==> src/rtl/pipe_hazard_ctrl_pkg.sv <==
// ----------------------------------------------------------------------------
// pipe_ctrl_pkg
// Shared definitions for the MIPS32 pipeline hazard controller:
//   - ctrl_state_e    : controller state encoding (RUN / MEM_WAIT)
//   - REG_ZERO        : architectural r0, which never carries a dependency
//   - MDU_LATENCY_DEF : default mult/div occupancy in cycles
//   - STG_*           : index of each sequenced register (PC and stage regs)
//   - src_hits_dst()  : operand-vs-destination match used by load-use checks
// ----------------------------------------------------------------------------
package pipe_ctrl_pkg;

    typedef enum logic [0:0] {
        ST_RUN      = 1'b0,
        ST_MEM_WAIT = 1'b1
    } ctrl_state_e;

    localparam logic [4:0] REG_ZERO        = 5'd0;
    localparam int         MDU_LATENCY_DEF = 32;

    // Index of each register the controller sequences. PC has a write
    // enable but no clear, so clear vectors start at STG_IFID.
    localparam int STG_PC    = 0;
    localparam int STG_IFID  = 1;
    localparam int STG_IDEX  = 2;
    localparam int STG_EXMEM = 3;
    localparam int STG_MEMWB = 4;

    function automatic logic src_hits_dst(input logic       uses,
                                          input logic [4:0] src,
                                          input logic [4:0] dst);
        return uses && (src == dst);
    endfunction

endpackage

==> src/rtl/pipe_hazard_ctrl_if.sv <==
// ----------------------------------------------------------------------------
// pipe_hazard_ctrl_if
// Bundle between the pipeline datapath and the hazard controller.
//   Hazard inputs (i_*)  : ID operand info, EX load/branch/MDU info, MEM
//                          request/ready handshake.
//   Control outputs (o_*): per-register write enables / synchronous clears,
//                          MDU busy flag, stall-cycle counter, state debug.
// Memory handshake: an access is in flight while i_mem_req is high; it
// completes on the cycle where i_mem_ready is also high. i_mem_req with
// i_mem_ready low is a wait state.
// Modports: master = datapath side, slave = controller side.
// ----------------------------------------------------------------------------
interface pipe_hazard_ctrl_if #(
    parameter int CNT_W = 16
);
    import pipe_ctrl_pkg::*;

    logic [4:0]       i_id_rs;
    logic [4:0]       i_id_rt;
    logic             i_id_uses_rs;
    logic             i_id_uses_rt;
    logic             i_id_jump;
    logic             i_id_mdu_read;
    logic             i_id_mdu_op;
    logic             i_ex_mem_read;
    logic [4:0]       i_ex_rd;
    logic             i_ex_branch_taken;
    logic             i_ex_mdu_start;
    logic             i_mem_req;
    logic             i_mem_ready;

    logic             o_pc_we;
    logic             o_ifid_we;
    logic             o_ifid_srst;
    logic             o_idex_we;
    logic             o_idex_srst;
    logic             o_exmem_we;
    logic             o_exmem_srst;
    logic             o_memwb_we;
    logic             o_memwb_srst;
    logic             o_mdu_busy;
    logic [CNT_W-1:0] o_stall_cycles;
    ctrl_state_e      o_state;

    modport master (
        output i_id_rs, i_id_rt, i_id_uses_rs, i_id_uses_rt, i_id_jump,
               i_id_mdu_read, i_id_mdu_op, i_ex_mem_read, i_ex_rd,
               i_ex_branch_taken, i_ex_mdu_start, i_mem_req, i_mem_ready,
        input  o_pc_we, o_ifid_we, o_ifid_srst, o_idex_we, o_idex_srst,
               o_exmem_we, o_exmem_srst, o_memwb_we, o_memwb_srst,
               o_mdu_busy, o_stall_cycles, o_state
    );

    modport slave (
        input  i_id_rs, i_id_rt, i_id_uses_rs, i_id_uses_rt, i_id_jump,
               i_id_mdu_read, i_id_mdu_op, i_ex_mem_read, i_ex_rd,
               i_ex_branch_taken, i_ex_mdu_start, i_mem_req, i_mem_ready,
        output o_pc_we, o_ifid_we, o_ifid_srst, o_idex_we, o_idex_srst,
               o_exmem_we, o_exmem_srst, o_memwb_we, o_memwb_srst,
               o_mdu_busy, o_stall_cycles, o_state
    );

endinterface

==> src/rtl/pipe_hazard_ctrl_mdu_busy_counter.sv <==
// ----------------------------------------------------------------------------
// mdu_busy_counter
// Tracks how long the multi-cycle mult/div unit stays occupied.
//   i_clk, i_a_rst_n : clock, asynchronous active-low reset
//   i_load           : a mult/div start is accepted this cycle
//   o_busy           : registered, high while the occupancy count is non-zero
// A load always wins over the decrement, so a start arriving on the last
// busy cycle restarts the full latency window.
// ----------------------------------------------------------------------------
module mdu_busy_counter #(
    parameter int MDU_LATENCY = 32
) (
    input  logic i_clk,
    input  logic i_a_rst_n,
    input  logic i_load,
    output logic o_busy
);

    localparam int CW = $clog2(MDU_LATENCY + 1);
    localparam logic [CW-1:0] LOAD_VAL = CW'(MDU_LATENCY);

    logic [CW-1:0] cnt_q, cnt_d;
    logic          busy_q;

    always_comb begin
        cnt_d = cnt_q;
        if (i_load) begin
            cnt_d = LOAD_VAL;
        end else if (cnt_q != '0) begin
            cnt_d = cnt_q - 1'b1;
        end
    end

    always_ff @(posedge i_clk or negedge i_a_rst_n) begin
        if (!i_a_rst_n) begin
            cnt_q  <= '0;
            busy_q <= 1'b0;
        end else begin
            cnt_q  <= cnt_d;
            busy_q <= (cnt_d != '0);
        end
    end

    assign o_busy = busy_q;

endmodule

==> src/rtl/pipe_hazard_ctrl.sv <==
// ----------------------------------------------------------------------------
// pipe_hazard_ctrl
// Central sequencer for the 5-stage MIPS32 pipeline registers and the PC.
//   i_clk, i_a_rst_n : clock, asynchronous active-low reset
//   bus (slave)      : hazard inputs in, per-register write enable / clear,
//                      MDU busy, saturating stall-cycle counter, state out
// One action per cycle, highest priority first: memory wait, taken branch,
// ID stall (load-use or MDU structural/read), jump, normal advance.
// Control outputs are combinational; the state flag and counters are
// registered.
// ----------------------------------------------------------------------------
module pipe_hazard_ctrl
    import pipe_ctrl_pkg::*;
#(
    parameter int MDU_LATENCY = MDU_LATENCY_DEF,
    parameter int CNT_W       = 16
) (
    input  logic               i_clk,
    input  logic               i_a_rst_n,
    pipe_hazard_ctrl_if.slave  bus
);

    ctrl_state_e                  state_q;
    logic [CNT_W-1:0]             stall_cnt_q;
    logic                         mdu_busy;
    logic                         mem_wait;
    logic                         load_use;
    logic                         mdu_hazard;
    logic                         id_stall;
    logic [STG_MEMWB:STG_PC]      we;
    logic [STG_MEMWB:STG_IFID]    srst;

    assign mem_wait = bus.i_mem_req && !bus.i_mem_ready;

    // r0 is hard-wired to zero, so a load targeting it creates no dependency.
    assign load_use = bus.i_ex_mem_read && (bus.i_ex_rd != REG_ZERO) &&
                      (src_hits_dst(bus.i_id_uses_rs, bus.i_id_rs, bus.i_ex_rd) ||
                       src_hits_dst(bus.i_id_uses_rt, bus.i_id_rt, bus.i_ex_rd));

    assign mdu_hazard = mdu_busy && (bus.i_id_mdu_read || bus.i_id_mdu_op);
    assign id_stall   = load_use || mdu_hazard;

    always_comb begin
        we   = '1;
        srst = '0;
        if (mem_wait) begin
            // Freeze everything upstream of WB; WB takes a bubble so the
            // stalled MEM instruction does not retire twice. A pending branch
            // is left to act once the access completes.
            we[STG_PC]      = 1'b0;
            we[STG_IFID]    = 1'b0;
            we[STG_IDEX]    = 1'b0;
            we[STG_EXMEM]   = 1'b0;
            srst[STG_MEMWB] = 1'b1;
        end else if (bus.i_ex_branch_taken) begin
            // ID and IF hold wrong-path instructions, so any ID stall is moot.
            srst[STG_IFID]  = 1'b1;
            srst[STG_IDEX]  = 1'b1;
        end else if (id_stall) begin
            we[STG_PC]      = 1'b0;
            we[STG_IFID]    = 1'b0;
            srst[STG_IDEX]  = 1'b1;
        end else if (bus.i_id_jump) begin
            // A jump seen during a stall is held in ID and handled here once
            // the stall drops.
            srst[STG_IFID]  = 1'b1;
        end
    end

    mdu_busy_counter #(
        .MDU_LATENCY (MDU_LATENCY)
    ) u_mdu_busy_counter (
        .i_clk     (i_clk),
        .i_a_rst_n (i_a_rst_n),
        .i_load    (bus.i_ex_mdu_start && we[STG_EXMEM]),
        .o_busy    (mdu_busy)
    );

    always_ff @(posedge i_clk or negedge i_a_rst_n) begin
        if (!i_a_rst_n) begin
            state_q <= ST_RUN;
        end else begin
            case (state_q)
                ST_RUN:      if (mem_wait)  state_q <= ST_MEM_WAIT;
                ST_MEM_WAIT: if (!mem_wait) state_q <= ST_RUN;
                default:                    state_q <= ST_RUN;
            endcase
        end
    end

    always_ff @(posedge i_clk or negedge i_a_rst_n) begin
        if (!i_a_rst_n) begin
            stall_cnt_q <= '0;
        end else if (!we[STG_PC] && (stall_cnt_q != '1)) begin
            stall_cnt_q <= stall_cnt_q + 1'b1;
        end
    end

    assign bus.o_pc_we        = we[STG_PC];
    assign bus.o_ifid_we      = we[STG_IFID];
    assign bus.o_ifid_srst    = srst[STG_IFID];
    assign bus.o_idex_we      = we[STG_IDEX];
    assign bus.o_idex_srst    = srst[STG_IDEX];
    assign bus.o_exmem_we     = we[STG_EXMEM];
    assign bus.o_exmem_srst   = srst[STG_EXMEM];
    assign bus.o_memwb_we     = we[STG_MEMWB];
    assign bus.o_memwb_srst   = srst[STG_MEMWB];
    assign bus.o_mdu_busy     = mdu_busy;
    assign bus.o_stall_cycles = stall_cnt_q;
    assign bus.o_state        = state_q;

endmodule
==> src/flat_wrapper.sv <==
// flat-port wrapper written by rule: the top's interface ports become plain ports
module pipe_hazard_ctrl_flat import pipe_ctrl_pkg::*;
#(
    parameter int MDU_LATENCY = MDU_LATENCY_DEF,
    parameter int CNT_W       = 16
)
  (i_clk, i_a_rst_n, bus_i_id_rs, bus_i_id_rt, bus_i_id_uses_rs, bus_i_id_uses_rt, bus_i_id_jump, bus_i_id_mdu_read, bus_i_id_mdu_op, bus_i_ex_mem_read, bus_i_ex_rd, bus_i_ex_branch_taken, bus_i_ex_mdu_start, bus_i_mem_req, bus_i_mem_ready, bus_o_pc_we, bus_o_ifid_we, bus_o_ifid_srst, bus_o_idex_we, bus_o_idex_srst, bus_o_exmem_we, bus_o_exmem_srst, bus_o_memwb_we, bus_o_memwb_srst, bus_o_mdu_busy, bus_o_stall_cycles, bus_o_state);
  pipe_hazard_ctrl_if #(.CNT_W(CNT_W)) bus_i ();
  input  logic i_clk;
  input  logic i_a_rst_n;
  input wire logic [$bits(bus_i.i_id_rs)-1:0] bus_i_id_rs;
  input wire logic [$bits(bus_i.i_id_rt)-1:0] bus_i_id_rt;
  input wire logic [$bits(bus_i.i_id_uses_rs)-1:0] bus_i_id_uses_rs;
  input wire logic [$bits(bus_i.i_id_uses_rt)-1:0] bus_i_id_uses_rt;
  input wire logic [$bits(bus_i.i_id_jump)-1:0] bus_i_id_jump;
  input wire logic [$bits(bus_i.i_id_mdu_read)-1:0] bus_i_id_mdu_read;
  input wire logic [$bits(bus_i.i_id_mdu_op)-1:0] bus_i_id_mdu_op;
  input wire logic [$bits(bus_i.i_ex_mem_read)-1:0] bus_i_ex_mem_read;
  input wire logic [$bits(bus_i.i_ex_rd)-1:0] bus_i_ex_rd;
  input wire logic [$bits(bus_i.i_ex_branch_taken)-1:0] bus_i_ex_branch_taken;
  input wire logic [$bits(bus_i.i_ex_mdu_start)-1:0] bus_i_ex_mdu_start;
  input wire logic [$bits(bus_i.i_mem_req)-1:0] bus_i_mem_req;
  input wire logic [$bits(bus_i.i_mem_ready)-1:0] bus_i_mem_ready;
  output wire logic [$bits(bus_i.o_pc_we)-1:0] bus_o_pc_we;
  output wire logic [$bits(bus_i.o_ifid_we)-1:0] bus_o_ifid_we;
  output wire logic [$bits(bus_i.o_ifid_srst)-1:0] bus_o_ifid_srst;
  output wire logic [$bits(bus_i.o_idex_we)-1:0] bus_o_idex_we;
  output wire logic [$bits(bus_i.o_idex_srst)-1:0] bus_o_idex_srst;
  output wire logic [$bits(bus_i.o_exmem_we)-1:0] bus_o_exmem_we;
  output wire logic [$bits(bus_i.o_exmem_srst)-1:0] bus_o_exmem_srst;
  output wire logic [$bits(bus_i.o_memwb_we)-1:0] bus_o_memwb_we;
  output wire logic [$bits(bus_i.o_memwb_srst)-1:0] bus_o_memwb_srst;
  output wire logic [$bits(bus_i.o_mdu_busy)-1:0] bus_o_mdu_busy;
  output wire logic [$bits(bus_i.o_stall_cycles)-1:0] bus_o_stall_cycles;
  output wire logic [$bits(bus_i.o_state)-1:0] bus_o_state;
  assign bus_i.i_id_rs = bus_i_id_rs;
  assign bus_i.i_id_rt = bus_i_id_rt;
  assign bus_i.i_id_uses_rs = bus_i_id_uses_rs;
  assign bus_i.i_id_uses_rt = bus_i_id_uses_rt;
  assign bus_i.i_id_jump = bus_i_id_jump;
  assign bus_i.i_id_mdu_read = bus_i_id_mdu_read;
  assign bus_i.i_id_mdu_op = bus_i_id_mdu_op;
  assign bus_i.i_ex_mem_read = bus_i_ex_mem_read;
  assign bus_i.i_ex_rd = bus_i_ex_rd;
  assign bus_i.i_ex_branch_taken = bus_i_ex_branch_taken;
  assign bus_i.i_ex_mdu_start = bus_i_ex_mdu_start;
  assign bus_i.i_mem_req = bus_i_mem_req;
  assign bus_i.i_mem_ready = bus_i_mem_ready;
  assign bus_o_pc_we = bus_i.o_pc_we;
  assign bus_o_ifid_we = bus_i.o_ifid_we;
  assign bus_o_ifid_srst = bus_i.o_ifid_srst;
  assign bus_o_idex_we = bus_i.o_idex_we;
  assign bus_o_idex_srst = bus_i.o_idex_srst;
  assign bus_o_exmem_we = bus_i.o_exmem_we;
  assign bus_o_exmem_srst = bus_i.o_exmem_srst;
  assign bus_o_memwb_we = bus_i.o_memwb_we;
  assign bus_o_memwb_srst = bus_i.o_memwb_srst;
  assign bus_o_mdu_busy = bus_i.o_mdu_busy;
  assign bus_o_stall_cycles = bus_i.o_stall_cycles;
  assign bus_o_state = bus_i.o_state;
  pipe_hazard_ctrl #(.MDU_LATENCY(MDU_LATENCY), .CNT_W(CNT_W)) u_core (.i_clk(i_clk), .i_a_rst_n(i_a_rst_n), .bus(bus_i));
endmodule
==> config.mk <==
export PLATFORM = sky130hd
export DESIGN_NAME = pipe_hazard_ctrl_flat
export DESIGN_NICKNAME = d
export VERILOG_FILES = /design/src/rtl/pipe_hazard_ctrl_pkg.sv /design/src/rtl/pipe_hazard_ctrl_if.sv /design/src/rtl/pipe_hazard_ctrl_mdu_busy_counter.sv /design/src/rtl/pipe_hazard_ctrl.sv /design/src/flat_wrapper.sv
export SDC_FILE = /design/constraint.sdc
export NUM_CORES = 1
export LEC_CHECK = 0
export CAP_MARGIN = 30
export CORE_AREA = 2 2 42 83
export CTS_CLUSTER_SIZE = 28
export DETAILED_ROUTE_END_ITERATION = 12
export DIE_AREA = 0 0 44 85
export PLACE_DENSITY_LB_ADDON = 0.3
export SLEW_MARGIN = 20
export SYNTH_ARGS = -nofsm -noshare
export SYNTH_HDL_FRONTEND = slang
export SYNTH_SLANG_ARGS = --single-unit
==> constraint.sdc <==
create_clock -name i_clk -period 4.8 [get_ports i_clk]
set_clock_uncertainty 0.1 [all_clocks]
set_input_delay 0.96 -clock i_clk [delete_from_list [all_inputs] [get_ports i_clk]]
set_output_delay 0.96 -clock i_clk [all_outputs]
set_load 0.005 [all_outputs]
==> results <==
kinds of logic after synthesis:
logic type      count (synthesis)  share of synthesized area, %
buf+inv                        10                         3.720
xor+xnor                       27                         16.74
other cells                     2                        0.5316
fa+ha+maj                       3                         2.658
mux                             2                         1.506
flops                          24                         42.52
simple gates                   63                         22.59
compound gates                 19                         9.744
worst paths after layout:
kind | startpoint | to | slack (ns) | cells past startpoint
max | bus_i_ex_rd[0] | bus_o_ifid_srst | 0.68 | 7
min | u_core.bus.o_stall_cycles[11] | u_core.bus.o_stall_cycles[11] | 0.40 | 1
max reg2reg | u_core.bus.o_stall_cycles[0] | u_core.bus.o_stall_cycles[5] | 2.71 | 7
min reg2reg | u_core.bus.o_stall_cycles[11] | u_core.bus.o_stall_cycles[11] | 0.40 | 1
max in group asynchronous | i_a_rst_n | u_core.bus.o_state | 3.09 | 2
min in group asynchronous | i_a_rst_n | u_core.bus.o_stall_cycles[15] | 1.00 | 1
state kept, by name, indices dropped and copies added (netlist names):
name	count
u_core.bus.o_stall_cycles	16
u_core.u_mdu_busy_counter.cnt_q	6
u_core.bus.o_state	1
u_core.u_mdu_busy_counter.o_busy	1
routing by layer:
metal / track usage (%) / up-vias
met5: 0 / -
met1: 21.22 / 601
met2: 39.71 / 39
li1: - / 612
met4: 8.264 / 0
met3: 2.553 / 8
stage by stage:
stage / hold slack, ns / utilization, %
floorplan: 0.3810 / -
global placement: 0.3776 / 61.91
detailed placement: 0.3885 / 62.39
CTS: 0.4013 / 64.68
global route: 0.4247 / 64.68
finish: 0.3969 / 64.68
final cells by class:
class                      count  area (um^2)  area share, %
multi-input combinational    116        759.5          37.63
inverter                       6        22.52          1.116
clock inverter                 1        30.03          1.488
timing repair buffer          52        525.5          26.04
tap                           31        38.79          1.922
sequential                    24        600.6          29.76
clock buffer                   3        41.29          2.046
power groups by stage:
stage                     Clock [mW]  Combinational [mW]  Sequential, mW
after floorplan                    0               0.168           0.313
after global placement             0               0.294           0.319
after detailed placement           0               0.307           0.322
after CTS                      0.181               0.311           0.318
after global routing           0.188               0.342           0.331
final                          0.179               0.308           0.319
layout by cell type (no fill, tap or decap):
cell              n
nand4_2           1
a31oi_1           2
a221oi_1          1
bufinv_16         1
o22ai_1           1
clkbuf_8          3
nand2_1          17
clkdlybuf4s50_1  51
ha_1              3
o31ai_1           1
a211oi_1          1
mux2_1            1
nand2b_1          3
nor2_1           16
a21o_1            1
dfrtp_1          24
nand3_1           6
a21oi_2           1
nand3b_1          1
or4_1             1
nor3_1            2
and2_1            1
o21ai_2           1
a21oi_1           4
and3_1            4
a21boi_0          1
mux2i_1           1
nor4b_2           1
o21ai_0           3
a211oi_2          1
conb_1            2
nand4_1           7
a21o_4            1
or3_1             2
xor2_1            4
buf_8             1
nor2_2            1
xnor2_1          23
inv_1             6
==> metrics.txt <==
switching power as a share of total power 33.48%; CTS sink count 24; Iter 0 DRT Violations 26; number of max-cap violations 0; RSZ-0062 raised after global routing false; CTS Buf Count 3; slowest stage cell, crit path or4_1; kind of start point of the critical path input pin; clk buf depth 2; vias in the first global route between 1000 and 1500; share of total power in the clock network 22.2%; fraction of post-synthesis cell area in the top cell type by area about 43%; cell types with the largest area share after synthesis dfrtp_1, xnor2_1, nand2_1; die boundary height ~85 um; Final Worst Setup Slack ~0.68 ns; first-pass GRT wire length 5871 um; final net count roughly 230; Inst Count DP ~230; maximum number of pins on one net before global-route repair 15; Synth warnings 0; power share of the combinational group approximately two fifths; hold buffers post-CTS 0; number of instances in the synthesized netlist 150; slew at the pin closest to its max-slew limit between 0.6 and 0.7 ns; wire length on met1 ~1300 um; setup tns final 0 ns; post-DP HPWL a little under 3000 um; part of the total power dissipated in sequential elements between 30 and 40%; Commonest cells post-synth dfrtp_1, xnor2_1, nand2_1, nor2_1, nand4_1; setup fix buffers added after clock tree synthesis 0; number of top-level pins 54; CTS H-tree lvls 1; outcome complete, no violations; leakage power total 0.8467 nW; overall routing resource usage between 20% and 30%; CP max stage delay 0.55 ns; Detail Route met3 WL approximately 150 um; Area growth syn-to-layout 42.87%; cell area after layout roughly 2000 um^2; share of the yosys chip area belonging to registers 42.52%; Top Family by Delay on Critical Path buffers and inverters; worst path required time roughly 3.7 ns; total number of placement rows 29; Routed Antenna Nets 0; highest fanout seen on the critical path 3; final weighted congestion of routability-driven global placement around 0.81; syn nets 180; f_max ~240 MHz; final clock period utilization by the worst path 85.93%; crit path cell chain clkdlybuf4s50_1 -> or4_1 -> o21ai_2 -> nand2b_1 -> a21oi_1 -> nor2_1 -> clkdlybuf4s50_1; routed vias between 1000 and 1500; Core Footprint roughly 3100 um^2; Post-Synthesis Cell Area 1413 um^2; clk_lat worst skew about 0.27 ns; final routed wire length divided by cell count 15.27 um; GR Overflow Total 0; number of diodes added for antenna fixing 0; average instance area after synthesis approximately 9.4 um^2; Die Outline Area 3740 um^2; number of non-filler instances in the completed layout 233; DR pass1 iterations 4; filler cell count in the final layout 283; nature of the critical path endpoint output pin; number of flops mapped to enable cells by yosys 0; Bufs and invs on worst path 2; Synth async-reset ratio 100.0%; Yosys top cell by area dfrtp_1; Routed met2 length around 2000 um; type of the worst min-delay path reg2reg; critical path class in2out; predominant post-synthesis flop cell dfrtp_1; Setup violations, final 0; count of cell types in the netlist 36; min Tclk post-route around 4.1 ns; most common cell in the netlist dfrtp_1; Placement Cell Area 1947 um^2; most used cell along the critical path clkdlybuf4s50_1; DR top layer met4; routed wire length 3557 um; share of final-layout standard cells stronger than drive strength 1 ~5.9%; crit path DAT between 3 and 4 ns; TritonCTS clock tree built; buffer cell driving the clock tree root clkbuf_8; via-per-instance ratio between 5 and 6; VDD IR-drop max around 0.0003 V; Final Slew Violations 0; switching power of the nets 0.2700 mW; total count of hold-check failures in the final report 0; setup slack at placement a little under 0.7 ns; Post-route DRC 0; register clock-pin slew on the reported worst setup and hold paths 0.09 ns; Slew headroom between 50% and 60%; Buffers on Ports 51; total power density per cell area 399.6 nW/um^2; Die Wd between 40 and 50 um; design internal power between 0.5 and 0.6 mW; Resized cells post-CTS 0; antenna violations before repair 0; number of synthesized register bits 24; post-layout total power slightly above 0.8 mW; initial standard-cell utilization of the core a little under half
Note: power is estimated with default switching activity, not from simulation.
